`src/rtl/track_mem_arbiter.sv`:
```
// rtl/track_mem_arbiter.sv - round-robin arbiter sharing one track BRAM read port between two views
// Optional grant counters are enabled with TRACK_ARB_STATS_EN.
module track_mem_arbiter #(
   parameter int ADDR_W      = 17,
   parameter int DATA_W      = 12,
   parameter int MEM_LATENCY = 2
) (
   input  logic              clk_in,
   input  logic              rst_in,
   input  logic              a_req_in,
   input  logic [ADDR_W-1:0] a_addr_in,
   output logic              a_ready_out,
   output logic              a_rvalid_out,
   output logic [DATA_W-1:0] a_rdata_out,
   input  logic              b_req_in,
   input  logic [ADDR_W-1:0] b_addr_in,
   output logic              b_ready_out,
   output logic              b_rvalid_out,
   output logic [DATA_W-1:0] b_rdata_out,
   output logic [ADDR_W-1:0] mem_addr_out,
   output logic              mem_en_out,
   input  logic [DATA_W-1:0] mem_rdata_in
`ifdef TRACK_ARB_STATS_EN
   ,
   input  logic              frame_start_in,
   output logic [15:0]       a_grants_out,
   output logic [15:0]       b_grants_out
`endif
);

   localparam logic ID_A = 1'b0;
   localparam logic ID_B = 1'b1;

   logic                 last_grant_q;
   logic [MEM_LATENCY:0] tag_valid_q;
   logic [MEM_LATENCY:0] tag_id_q;
   logic                 accept_a;
   logic                 accept_b;
   logic                 accept;

   always_comb begin
      a_ready_out = 1'b0;
      b_ready_out = 1'b0;
      if (!rst_in) begin
         if (a_req_in && b_req_in) begin
            a_ready_out = (last_grant_q == ID_B);
            b_ready_out = (last_grant_q == ID_A);
         end else begin
            a_ready_out = a_req_in;
            b_ready_out = b_req_in;
         end
      end
   end

   assign accept_a = a_req_in & a_ready_out;
   assign accept_b = b_req_in & b_ready_out;
   assign accept   = accept_a | accept_b;

   always_ff @(posedge clk_in) begin
      if (rst_in) begin
         last_grant_q <= ID_B;
         mem_en_out   <= 1'b0;
         mem_addr_out <= '0;
         tag_valid_q  <= '0;
         tag_id_q     <= '0;
      end else begin
         mem_en_out  <= accept;
         tag_valid_q <= {tag_valid_q[MEM_LATENCY-1:0], accept};
         tag_id_q    <= {tag_id_q[MEM_LATENCY-1:0], accept_b};
         if (accept) begin
            mem_addr_out <= accept_a ? a_addr_in : b_addr_in;
            last_grant_q <= accept_a ? ID_A : ID_B;
         end
      end
   end

   // Gating with rst_in keeps a read accepted before reset from surfacing during the reset cycle.
   assign a_rvalid_out = tag_valid_q[MEM_LATENCY] & (tag_id_q[MEM_LATENCY] == ID_A) & ~rst_in;
   assign b_rvalid_out = tag_valid_q[MEM_LATENCY] & (tag_id_q[MEM_LATENCY] == ID_B) & ~rst_in;
   assign a_rdata_out  = mem_rdata_in;
   assign b_rdata_out  = mem_rdata_in;

`ifdef TRACK_ARB_STATS_EN
   always_ff @(posedge clk_in) begin
      if (rst_in || frame_start_in) begin
         a_grants_out <= '0;
         b_grants_out <= '0;
      end else begin
         if (accept_a && a_grants_out != 16'hFFFF) a_grants_out <= a_grants_out + 16'd1;
         if (accept_b && b_grants_out != 16'hFFFF) b_grants_out <= b_grants_out + 16'd1;
      end
   end
`endif

endmodule

```
`config.mk`:
```
export PLATFORM = sky130hd
export DESIGN_NAME = track_mem_arbiter
export DESIGN_NICKNAME = d
export VERILOG_FILES = /design/src/rtl/track_mem_arbiter.sv
export SDC_FILE = /design/constraint.sdc
export NUM_CORES = 1
export LEC_CHECK = 0
export ABC_AREA = 1
export BUFFER_PORTS_ARGS = -buffer_cell sky130_fd_sc_hd__clkbuf_2
export CAP_MARGIN = 30
export CORE_MARGIN = 3
export CORE_UTILIZATION = 30
export CTS_CLUSTER_SIZE = 10
export DETAILED_ROUTE_END_ITERATION = 8
export GPL_ROUTABILITY_DRIVEN = 0
export PLACE_DENSITY = 0.73
export SYNTH_ARGS = -nofsm -noshare
export SYNTH_HDL_FRONTEND = slang
export SYNTH_SLANG_ARGS = --single-unit
```
`constraint.sdc`:
```
create_clock -name clk_in -period 1.5 [get_ports clk_in]
set_input_delay 0.225 -clock clk_in [delete_from_list [all_inputs] [get_ports clk_in]]
set_output_delay 0.225 -clock clk_in [all_outputs]
set_load 0.02 [all_outputs]
```
==> out/qor.yml, run 1 <==
cp.arrival_ns: 1.14
netlist_instances: 200
wl_met1_mm: 1.34
nets: 287
topRoutingLayerUsed: "met4"
clock_path_buffers: 2
critPathLaunchType: "register"
worst_slack_ns: 0.139
pre_cts_slack_ns: 0.127
worstPathRequired_ns: 1.27
synth.largest_area_cell: "dfxtp_1"
yosysWarningCount: 0
drv_cap: 0
hold_violations: 0
totalNegativeSetupSlack_ns: 0
syn_area_per_cell_um2: 6.83
drc: 0
hp-class: "in2reg"
start_util: 0.325
p_total_mw: 1.62
grt_pass1_wl_mm: 4.91
diodes: 0
grt_pass1_vias: 1166
antenna_found_initial: 0
worst_setup_hold_path_clk_slew_ns: 0.08
total_leakage_power_nw: 0.991
rsz0062_at_grt: "false"
placed_cell_area_um2: 1530
synthToLayoutAreaGrowth_pct: 17.6
ys_types: 15
io_pins: 96
grtUsageTotal: 0.117
relSlewSlack: 0.799
synth_nets: 250
h-tree-depth: 1
firstDrtPassIters: 4
fin_crit_sh: 0.907
setup_viol: 0
crit_fanout: 11
rows: 23
dp_cells: 282
core_area_um2: 4200
wl_per_cell_um: 10.9
clk_latency_ns: 0.26
via_per_inst: 4.35
wl_met3_um: 297
skew_ns: 0.00252
drt_iter0_markers: 69
endpoint_kind: "output port"
drv_slew: 0
finalWirelength_mm: 3.11
cts_buffers: 3
die_h_um: 73.5
powerDensity_nw_per_um2: 1010
grt_max_degree: 19
clock.fmax_ghz: 0.735
finalInstanceArea_um2: 1610
path_class: "reg2out"
worst_slew_pin_slew_ns: 0.300
clock-sinks: 24
ys_ff_latch: 24
synthTopCellsByArea: "dfxtp_1 35%, nand3_1 19%, buf_4 14%"
regToRegSetupSlack_ns: 0.31
clock-root-buffer: "clkbuf_8"
cts_tree: "yes"
hpwl_mm: 2.41
drive_above_1_share: 0.318
synth_area_um2: 1370
die_w_um: 73.5
status: "finished, final reports clean"
fin_util: 0.382
io_buffer_count: 59
peakVddDrop_mv: 0.391
layout.cells.non_filler: 286
dieArea_um2: 5400
gr-total-overflow: 0
vias: 1243
wl_met2_mm: 1.43
ys_seq_area_frac: 0.352
fin_crit_ns: 1.36
antenna_left: 0
postCtsHoldBufs: 0
synth.top_cell.area_share: 0.352
whs_ns: 0.249
==> kinds of logic (layout without fill, tap and decap cells) <==
group / Yosys count / after routing / synth area share
AO/OA/AOI/OAI: 4 / 4 / 0.0284
buffers and inverters: 76 / 112 / 0.290
flip-flops: 24 / 24 / 0.352
AND/OR/NAND/NOR: 96 / 96 / 0.330
==> cell usage after synthesis, drive strengths merged <==
cell,number
a211oi,2
buf,32
dfxtp,24
inv,44
nand2,38
nand3,51
nor2,7
o211ai,1
o21ai,1
==> report_power, final <==
part	internal (mW)	switching (mW)	leakage, nW	total [mW]
Sequential	0.693	0.0307	0.200	0.724
Combinational	0.129	0.214	0.756	0.343
Clock	0.356	0.198	0.0357	0.554
==> per-layer routing <==
metal | global-route usage | up-vias
met1 | 0.141 | 527
met4 | 0.0423 | 0
met3 | 0.0479 | 6
met2 | 0.185 | 53
met5 | 0 | -
li1 | - | 657
==> layout make-up <==
| cell class | count | area, um^2 |
|---|---|---|
| Clock buffer | 3 | 41.3 |
| Clock inverter | 1 | 30.0 |
| Fill cell | 459 | 2590 |
| Inverter | 44 | 165 |
| Multi-Input combinational cell | 100 | 494 |
| Sequential cell | 24 | 480 |
| Tap cell | 50 | 62.6 |
| Timing Repair Buffer | 64 | 333 |
==> critical path, stage by stage, from the launching register on <==
cell and delay, ns:
dfxtp_1 0.35, inv_1 0.09, nand2_4 0.14, nand2_4 0.06
inv_1 0.06, clkbuf_2 0.16
==> registers in the layout, summed over array words and instances, names as in the netlist <==
name and flops:
last_grant_q 1, mem_addr_out 17, tag_id_q 3, tag_valid_q 3
==> final timing paths <==
path                      start          endpoint  depth (start not counted)
setup / recovery   last_grant_q       a_ready_out                          5
hold / removal    b_addr_in[15]  mem_addr_out[15]                          5
setup reg to reg   last_grant_q  mem_addr_out[12]                          7
hold reg to reg     tag_id_q[0]       tag_id_q[1]                          2
==> placed cells by master, fill, tap and decap left out <==
master,n
inv_1,41
a211oi_1,2
nor2_8,1
inv_2,3
buf_4,5
nand3_1,51
clkbuf_2,59
bufinv_16,1
clkbuf_8,3
o21ai_4,1
nor2_1,6
nand2_4,2
o211ai_1,1
nand2_1,36
dfxtp_1,24
==> timing repair <==
action / 4_1_cts / 5_1_grt
setup buffers: 0 / 0
gates resized for setup: 0 / 1
setup endpoints to repair: 0 / 1
hold endpoints to repair: 0 / 0
No activity file was read; power rests on OpenSTA's default activity.
==> run 2, diff against run 1 <==
--- a/config.mk
+++ b/config.mk
@@ -6,7 +6,7 @@
 export NUM_CORES = 1
 export LEC_CHECK = 0
 export ABC_AREA = 1
-export BUFFER_PORTS_ARGS = -buffer_cell sky130_fd_sc_hd__clkbuf_2
+export BUFFER_PORTS_ARGS = -buffer_cell sky130_fd_sc_hd__buf_2
 export CAP_MARGIN = 30
 export CORE_MARGIN = 3
 export CORE_UTILIZATION = 30
==> out/qor.yml, run 2 (synthesis gave the netlist of run 1 again) <==
worst_setup_hold_path_clk_slew_ns: 0.08
clock-sinks: 24
peakVddDrop_mv: 0.350
clock_path_buffers: 2
grt_max_degree: 19
worst_slew_pin_slew_ns: 0.304
crit_chain: "inv_1, nand2_2, nand2_4, inv_1, buf_2"
skew_ns: 0.00108
ctsResizeCount: 0
drc: 0
wl_per_cell_um: 10.7
antenna_left: 0
crit_fanout: 11
pre_cts_slack_ns: 0.261
hold_violations: 0
worstPathRequired_ns: 1.27
vias: 1224
gr-total-overflow: 0
dieArea_um2: 5400
clock.fmax_ghz: 0.716
via_per_inst: 4.26
path_class: "reg2out"
worst_slack_ns: 0.104
rows: 23
fin_crit_sh: 0.931
io_buffer_count: 59
powerDensity_nw_per_um2: 935
drt_iter0_markers: 48
cts_tree: "yes"
cp.arrival_ns: 1.17
layout_commonest_cell: "buf_2"
path_common_cell: "inv_1"
die_h_um: 73.5
io_pins: 96
cts_buffers: 3
grtUsageTotal: 0.118
start_util: 0.325
hp-class: "in2reg"
slowest_stage: "dfxtp_1"
synthToLayoutAreaGrowth_pct: 16.6
status: "finished, final reports clean"
setup_viol: 0
relSlewSlack: 0.797
die_w_um: 73.5
h-tree-depth: 1
drv_cap: 0
finalInstanceArea_um2: 1590
endpoint_kind: "output port"
placed_cell_area_um2: 1540
finalWirelength_mm: 3.07
drive_above_1_share: 0.321
postCtsHoldBufs: 0
p_total_mw: 1.49
slowest_delay_ns: 0.35
reg.largest.list: "mem_addr_out (17), tag_id_q (3), tag_valid_q (3)"
core_area_um2: 4200
top_register: "mem_addr_out"
diodes: 0
mostFrequentLayoutCells: "59 x buf_2, 51 x nand3_1, 41 x inv_1"
clock-root-buffer: "clkbuf_8"
totalNegativeSetupSlack_ns: 0
nets: 288
total_leakage_power_nw: 0.983
critPathLaunchType: "register"
antenna_found_initial: 0
largest_register_ffs: 17
rsz0062_at_grt: "false"
reg2reg_depth: 7
firstDrtPassIters: 4
min_path_cells: 2
grt_pass1_wl_mm: 4.95
hpwl_mm: 2.39
drv_slew: 0
grt_pass1_vias: 1109
cts_setup_buffers: 0
clk_latency_ns: 0.26
fin_crit_ns: 1.40
[run 2: cell count changes in the layout (fill, tap and decap cells not counted)]
cell | previous run | this run
buf_2 | 0 | 59
buf_4 | 5 | 6
bufinv_16 | 1 | 0
clkbuf_2 | 59 | 0
clkbuf_8 | 3 | 4
nand2_2 | 0 | 1
nand2_4 | 2 | 1
[run 2: critical path: cells and delay by family (launching register included)]
| kind | cells | cell delay (ns) |
|---|---|---|
| buffers and inverters | 3 | 0.29 |
| flip-flops | 1 | 0.35 |
| AND/OR/NAND/NOR | 2 | 0.27 |
[run 2: worst paths after layout]
check	startpoint	endpoint	slack (ns)
max	last_grant_q	a_ready_out	0.10
min	a_req_in	tag_id_q[0]	0.25
max reg2reg	last_grant_q	mem_addr_out[16]	0.28
min reg2reg	tag_id_q[0]	tag_id_q[1]	0.41
[run 2: cell type report]
type	count	area (um^2)
Sequential cell	24	480
Timing Repair Buffer	65	340
Clock buffer	4	55.1
Fill cell	449	2610
Tap cell	50	62.6
Multi-Input combinational cell	100	489
Inverter	44	165
[run 2: through the flow]
stage,hold WS [ns],cells,util
6_report,0.247,287,0.379
5_1_grt,0.235,287,0.379
2_1_floorplan,0.322,200,-
3_3_place_gp,0.391,283,0.366
3_5_place_dp,0.400,283,0.366
4_1_cts,0.236,287,0.379
[run 2: where the power goes]
part           leakage (nW)  switching, mW  internal, mW  total [mW]
Combinational         0.755          0.210         0.131       0.341
Clock                0.0288          0.191         0.234       0.425
Sequential            0.200         0.0289         0.693       0.722
Total                 0.983          0.430          1.06        1.49
[run 2: metal layers]
layer | track usage | vias up | part of all wire
met5 | 0 | - | 0
met4 | 0.0241 | 0 | 0.0039
met3 | 0.0438 | 4 | 0.078
met2 | 0.198 | 36 | 0.48
met1 | 0.143 | 525 | 0.44
li1 | - | 659 | -
